[src/rtl/reg_move_sequencer_if.sv]
// Command/strobe bundle between instruction decode and the register-move sequencer.
// Latency: none (wires only); the sequencer registers everything it drives.
// Backpressure: decode observes busy; a start presented while busy is dropped, not queued.
//
// Signals:
//   start, src[2:0], dst[2:0], clr : command from decode (master -> slave)
//   sel[NREG], ld[NREG]           : one-hot select / load strobes to the register file
//   busy, done                    : sequencer status back to decode
interface reg_move_sequencer_if #(
  parameter int NREG = 8
);
  logic            start;
  logic [2:0]      src;
  logic [2:0]      dst;
  logic            clr;
  logic [NREG-1:0] sel;
  logic [NREG-1:0] ld;
  logic            busy;
  logic            done;

  // Decode side issues commands and watches status.
  modport master (
    output start, src, dst, clr,
    input  sel, ld, busy, done
  );

  // Sequencer side accepts commands and drives the strobes.
  modport slave (
    input  start, src, dst, clr,
    output sel, ld, busy, done
  );
endinterface

[src/rtl/reg_move_sequencer.sv]
// Sequences select/load strobes for an 8-bit register move (MOV8) or clear (CLR).
// Latency: done pulses SETTLE+LOAD_W+HOLD+1 cycles after start is sampled (NOP: 1 cycle).
// Backpressure: start is only sampled in IDLE; requests while busy are ignored, not queued.
//
// Ports:
//   clk      : system clock, rising edge
//   reset_n  : asynchronous active-low reset; aborts any transfer in flight
//   bus      : reg_move_sequencer_if.slave (start/src/dst/clr in, sel/ld/busy/done out)
//   led_sel, led_ld : only with REG_MOVE_SEQ_LED_EN defined; last completed strobe patterns
//
// Optional feature macro: REG_MOVE_SEQ_LED_EN (front-panel LED latches).
//
// Register encoding: 0=A 1=B 2=C 3=D 4=M1 5=M2 6=X 7=Y.
// Ordering: select settles alone before load rises, and load drops before select falls,
// so the destination never captures a bus that is still switching.
module reg_move_sequencer #(
  parameter int SETTLE = 2,   // cycles select is held alone before load (>=1)
  parameter int LOAD_W = 2,   // cycles load overlaps select (>=1)
  parameter int HOLD   = 1,   // cycles select is held alone after load (>=1)
  parameter int NREG   = 8    // number of registers
) (
  input logic                  clk,
  input logic                  reset_n,
  reg_move_sequencer_if.slave  bus
`ifdef REG_MOVE_SEQ_LED_EN
  ,
  output logic [NREG-1:0]      led_sel,
  output logic [NREG-1:0]      led_ld
`endif
);

  // One shared phase counter, sized for the longest phase. It is loaded with
  // (phase length - 1) on state entry and the phase ends when it reaches 0.
  localparam int MAX_SL = (SETTLE > LOAD_W) ? SETTLE : LOAD_W;
  localparam int MAXP   = (MAX_SL > HOLD) ? MAX_SL : HOLD;
  localparam int CW     = (MAXP > 1) ? $clog2(MAXP) : 1;

  typedef enum logic [2:0] {
    ST_IDLE = 3'd0,
    ST_SEL  = 3'd1,
    ST_LOAD = 3'd2,
    ST_HOLD = 3'd3,
    ST_DONE = 3'd4
  } state_t;

  state_t          state;
  logic [CW-1:0]   cnt;
  logic [NREG-1:0] sel_pat;   // captured select pattern (zero for CLR / NOP)
  logic [NREG-1:0] ld_pat;    // captured load pattern (zero for NOP)
  logic [NREG-1:0] sel_q;
  logic [NREG-1:0] ld_q;
  logic            busy_q;
  logic            done_q;

  function automatic logic [NREG-1:0] onehot(input logic [2:0] idx);
    logic [NREG-1:0] v;
    v      = '0;
    v[idx] = 1'b1;
    return v;
  endfunction

  always_ff @(posedge clk or negedge reset_n) begin
    if (!reset_n) begin
      state   <= ST_IDLE;
      cnt     <= '0;
      sel_pat <= '0;
      ld_pat  <= '0;
      sel_q   <= '0;
      ld_q    <= '0;
      busy_q  <= 1'b0;
      done_q  <= 1'b0;
`ifdef REG_MOVE_SEQ_LED_EN
      led_sel <= '0;
      led_ld  <= '0;
`endif
    end else begin
      case (state)
        ST_IDLE: begin
          if (bus.start) begin
            busy_q <= 1'b1;
            if (!bus.clr && (bus.src == bus.dst)) begin
              // Move onto itself: nothing to strobe, report completion next cycle.
              sel_pat <= '0;
              ld_pat  <= '0;
              done_q  <= 1'b1;
              state   <= ST_DONE;
            end else begin
              // CLR leaves the bus undriven so the destination loads zero.
              sel_pat <= bus.clr ? '0 : onehot(bus.src);
              ld_pat  <= onehot(bus.dst);
              sel_q   <= bus.clr ? '0 : onehot(bus.src);
              cnt     <= CW'(SETTLE - 1);
              state   <= ST_SEL;
            end
          end
        end

        ST_SEL: begin
          if (cnt == '0) begin
            ld_q  <= ld_pat;
            cnt   <= CW'(LOAD_W - 1);
            state <= ST_LOAD;
          end else begin
            cnt <= cnt - CW'(1);
          end
        end

        ST_LOAD: begin
          if (cnt == '0) begin
            ld_q  <= '0;
            cnt   <= CW'(HOLD - 1);
            state <= ST_HOLD;
          end else begin
            cnt <= cnt - CW'(1);
          end
        end

        ST_HOLD: begin
          if (cnt == '0) begin
            sel_q  <= '0;
            done_q <= 1'b1;
            state  <= ST_DONE;
          end else begin
            cnt <= cnt - CW'(1);
          end
        end

        ST_DONE: begin
          done_q <= 1'b0;
          busy_q <= 1'b0;
          state  <= ST_IDLE;
`ifdef REG_MOVE_SEQ_LED_EN
          // NOP captured zero patterns, so the LEDs clear for it.
          led_sel <= sel_pat;
          led_ld  <= ld_pat;
`endif
        end

        default: begin
          sel_q  <= '0;
          ld_q   <= '0;
          busy_q <= 1'b0;
          done_q <= 1'b0;
          state  <= ST_IDLE;
        end
      endcase
    end
  end

  assign bus.sel  = sel_q;
  assign bus.ld   = ld_q;
  assign bus.busy = busy_q;
  assign bus.done = done_q;

endmodule

[src/flat_wrapper.sv]
// flat-port wrapper written by rule: the top's interface ports become plain ports
module reg_move_sequencer_flat 
#(
  parameter int SETTLE = 2,                                                   
  parameter int LOAD_W = 2,                                       
  parameter int HOLD   = 1,                                                  
  parameter int NREG   = 8                          
)
  (clk, reset_n, bus_start, bus_src, bus_dst, bus_clr, bus_sel, bus_ld, bus_busy, bus_done);
  reg_move_sequencer_if #(.NREG(NREG)) bus_i ();
  input logic clk;
  input logic reset_n;
  input wire logic [$bits(bus_i.start)-1:0] bus_start;
  input wire logic [$bits(bus_i.src)-1:0] bus_src;
  input wire logic [$bits(bus_i.dst)-1:0] bus_dst;
  input wire logic [$bits(bus_i.clr)-1:0] bus_clr;
  output wire logic [$bits(bus_i.sel)-1:0] bus_sel;
  output wire logic [$bits(bus_i.ld)-1:0] bus_ld;
  output wire logic [$bits(bus_i.busy)-1:0] bus_busy;
  output wire logic [$bits(bus_i.done)-1:0] bus_done;
  assign bus_i.start = bus_start;
  assign bus_i.src = bus_src;
  assign bus_i.dst = bus_dst;
  assign bus_i.clr = bus_clr;
  assign bus_sel = bus_i.sel;
  assign bus_ld = bus_i.ld;
  assign bus_busy = bus_i.busy;
  assign bus_done = bus_i.done;
  reg_move_sequencer #(.SETTLE(SETTLE), .LOAD_W(LOAD_W), .HOLD(HOLD), .NREG(NREG)) u_core (.clk(clk), .reset_n(reset_n), .bus(bus_i));
endmodule
[config.mk]
export PLATFORM = sky130hd
export DESIGN_NAME = reg_move_sequencer_flat
export DESIGN_NICKNAME = d
export VERILOG_FILES = /design/src/rtl/reg_move_sequencer_if.sv /design/src/rtl/reg_move_sequencer.sv /design/src/flat_wrapper.sv
export SDC_FILE = /design/constraint.sdc
export NUM_CORES = 1
export LEC_CHECK = 0
export ABC_AREA = 1
export CAP_MARGIN = 15
export CORE_MARGIN = 2
export CORE_UTILIZATION = 55
export DETAILED_ROUTE_END_ITERATION = 16
export GPL_TIMING_DRIVEN = 0
export HOLD_SLACK_MARGIN = 0.02
export PLACE_DENSITY = 0.83
export SETUP_SLACK_MARGIN = 0.5
export SLEW_MARGIN = 20
export SYNTH_ARGS = -nofsm -noshare
export SYNTH_HDL_FRONTEND = slang
export SYNTH_SLANG_ARGS = --single-unit
[constraint.sdc]
create_clock -name clk -period 2.1 [get_ports clk]
set_input_delay 0.42 -clock clk [delete_from_list [all_inputs] [get_ports clk]]
set_output_delay 0.42 -clock clk [all_outputs]
set_load 0.02 [all_outputs]
==> summary.md <==
| Metric | Value |
|---|---|
| Status | finished clean |
| DRC | 0 |
| Worst setup margin | 580 ps |
| # nets final | 233 |
| Die area | 3240 um2 |
| Clk_lat worst skew | 330 ps |
| Mapped Avg Cell Area | 8.14 um2 |
| Cells after Synth | 189 |
| Total negative slack | 0 ps |
| Register area share after synthesis | 48.8% |
| Max-slew headroom | 55.6% |
| Ys async rst share | 100% |
| Synth area leader | dfrtp_1 |
| Number of cell rows | 19 |
| PortBufs | 27 |
| Die Wd | 56.9 um |
| Io pins | 28 |
| Via count | 1,355 |
| Count leader, synth | nand2_1 |
| Total Wirelength | 3170 um |
| First-pass GRT wire length | 5560 um |
| Final RePlAce weighted congestion | 0.899 |
| Dpl cell area | 1840 um2 |
| Proportion of layout cells with a drive suffix above 1 | 16.1% |
| Crit Path Class | input port to flop |
| Synthesized Nets | 199 |
| Clk root buf | clkbuf_4 |
| GRT Overall Usage | 22.2% |
| Clock H-tree levels | 2 |
| CP endpoint kind | flop |
| Reg2reg end | u_core.bus.sel[6] |
| Worst reg2reg startpoint | u_core.state[1] |
| Design Power | 2.41 mW |
| Clock Tree Buf Depth | 2 |
| Initial antenna violation count | 0 |
| Synth cell types | 21 |
| Max Freq | 658 MHz |
| Wire per inst | 12.4 um |
| Die height | 56.9 um |
| Max-capacitance violation count | 0 |
| LEAKAGE | 1.02 nW |
| Starting Density | 56.8% |
| Yosys reg bits | 30 |
| Fillers | 233 |
| Tmin final | 1520 ps |
| Max FO, Critical Path | 10 |
| Hold Fails Final Rpt | 0 |
| Pwr dens | 1270 nW/um2 |
| Sink Count | 30 |
| Synthesis-to-finish area growth | 22.9% |
| DP Worst Slack | 159 ps |
| Final setup viols | 0 |
| Util after Layout | 69.8% |
| Critical Path Source Type | input port |
| Mapped cell area | 1540 um2 |
| HP Class | input port to async pin |
| Vias per cell | 5.31 |
| Antenna-violating nets left | 0 |
| Post-synth top cells | 65 x nand2_1, 30 x dfrtp_1, 15 x inv_1, 15 x nand3_1, 10 x o21ai_0 |
| Share of the synthesized area in the top cell type | 48.8% |
| DRT iter0 DRCs | 68 |
| Core Area | 2710 um2 |
| Crit path arrival time | 1760 ps |
| Pin count of the biggest net entering global routing | 31 |
| RSZ-0062 raised after global routing | no |
| TritonCTS clock tree | done |
| Post-synth EDFFs | 0 |
| Area contributors post-synth | dfrtp_1 49%, nand2_1 16%, nand3_1 4.9% |
| Main synth FF type | dfrtp_1 |
| Worst IR drop on VDD | 0.000948 V |
| Fin area | 1890 um2 |
| HPWL Detailed | 2430 um |
| Period utilisation layout | 72.4% |
| Cts hold-fix bufs | 0 |
| Slew Limit Fails | 0 |
| CP Data Required Time | 2340 ps |
| DR pass1 iterations | 5 |
| Cts bufs inserted | 5 |
| Worst R2R Setup Slack | 660 ps |
| CTS clk-pin slew, worst paths | 100 ps |
| Clock skew | 11.5 ps |
| Congestion Overflow GR | 0 |
| # diodes | 0 |
| Tightest Pin Transition | 666 ps |
| Synth warn | 0 |
| Vias in the first global route | 1,323 |
| Reg2Reg Depth | 8 |
registers in the layout, summed over array words and instances (netlist names):
name             count
u_core.bus.ld        8
u_core.bus.sel       8
u_core.ld_pat        8
u_core.state         3
u_core.bus.busy      1
u_core.bus.done      1
u_core.cnt           1
cell families (layout without fill, tap and decap cells):
kind of cell / after synthesis / count (layout) / synth area share, %
and+or+nand+nor: 108 / 108 / 32.8
buffers and inverters: 22 / 57 / 6.99
DFF: 30 / 30 / 48.8
AOI/OAI and AO/OA: 29 / 29 / 11.4
placed cells by master, fill, tap and decap left out, types with 7 or more instances in the layout:
master            n
inv_1            15
o21ai_0          10
nor3_1            9
nand3_1          15
dlygate4sd2_1    18
nand2_1          65
o21ai_2           8
dfrtp_1          30
clkdlybuf4s50_1   7
o21ai_1           8
critical path, cell delays in order:
cell and delay (ps):
clkdlybuf4s50_1 560, inv_1 100, nand2_1 60, nand2_1 60, nor2_2 140, nand3_4 110
buf_6 160, nand3_1 90, nand2_1 60
where the power goes:
part	internal [mW]	switching, mW	total [mW]
logic	0.398	0.784	1.18
clock network	0.161	0.206	0.367
registers	0.744	0.117	0.861
total	1.30	1.11	2.41
layout make-up:
type | instances | area (um2) | area share, %
Sequential cell | 30 | 751 | 39.7
Multi-Input combinational cell | 137 | 686 | 36.2
Timing Repair Buffer | 27 | 245 | 13.0
Inverter | 17 | 66.3 | 3.51
Clock buffer | 6 | 51.3 | 2.71
Buffer | 5 | 41.3 | 2.18
Tap cell | 31 | 38.8 | 2.05
Clock inverter | 2 | 12.5 | 0.661
metrics by stage:
| step | cells | hold slack, ps |
|---|---|---|
| 6_report | 255 | 106 |
| 5_1_grt | 255 | 161 |
| 4_1_cts | 255 | 117 |
| 3_5_place_dp | 247 | 459 |
| 3_3_place_gp | 247 | 455 |
| 2_1_floorplan | 189 | 124 |
worst max path at each step:
stage	startpoint	endpoint	slack, ps	depth (start not counted)
final	bus_dst[1]	u_core.bus.sel[6]	580	9
after detailed placement	bus_src[1]	u_core.bus.sel[6]	160	9
after global placement	reset_n	u_core.bus.sel[7]	160	1
after floorplan	u_core.state[1]	u_core.cnt	800	8
after global routing	bus_src[2]	u_core.bus.done	500	10
after CTS	bus_src[1]	u_core.bus.sel[7]	540	9
routing by layer:
metal	GRT usage, %	share of wire (%)	up-vias
li1	-	-	683
met1	26.1	42	630
met2	37.9	51	38
met3	7.37	5.5	4
met4	7.31	1.1	0
met5	0	0	-
what timing repair did:
action / in CTS / in global routing
resized for setup: 18 / 3
pin swaps: 0 / 1
endpoints found under the setup margin: 18 / 11
buffers inserted: 0 / 0
No activity file was read; power rests on OpenSTA's default activity.
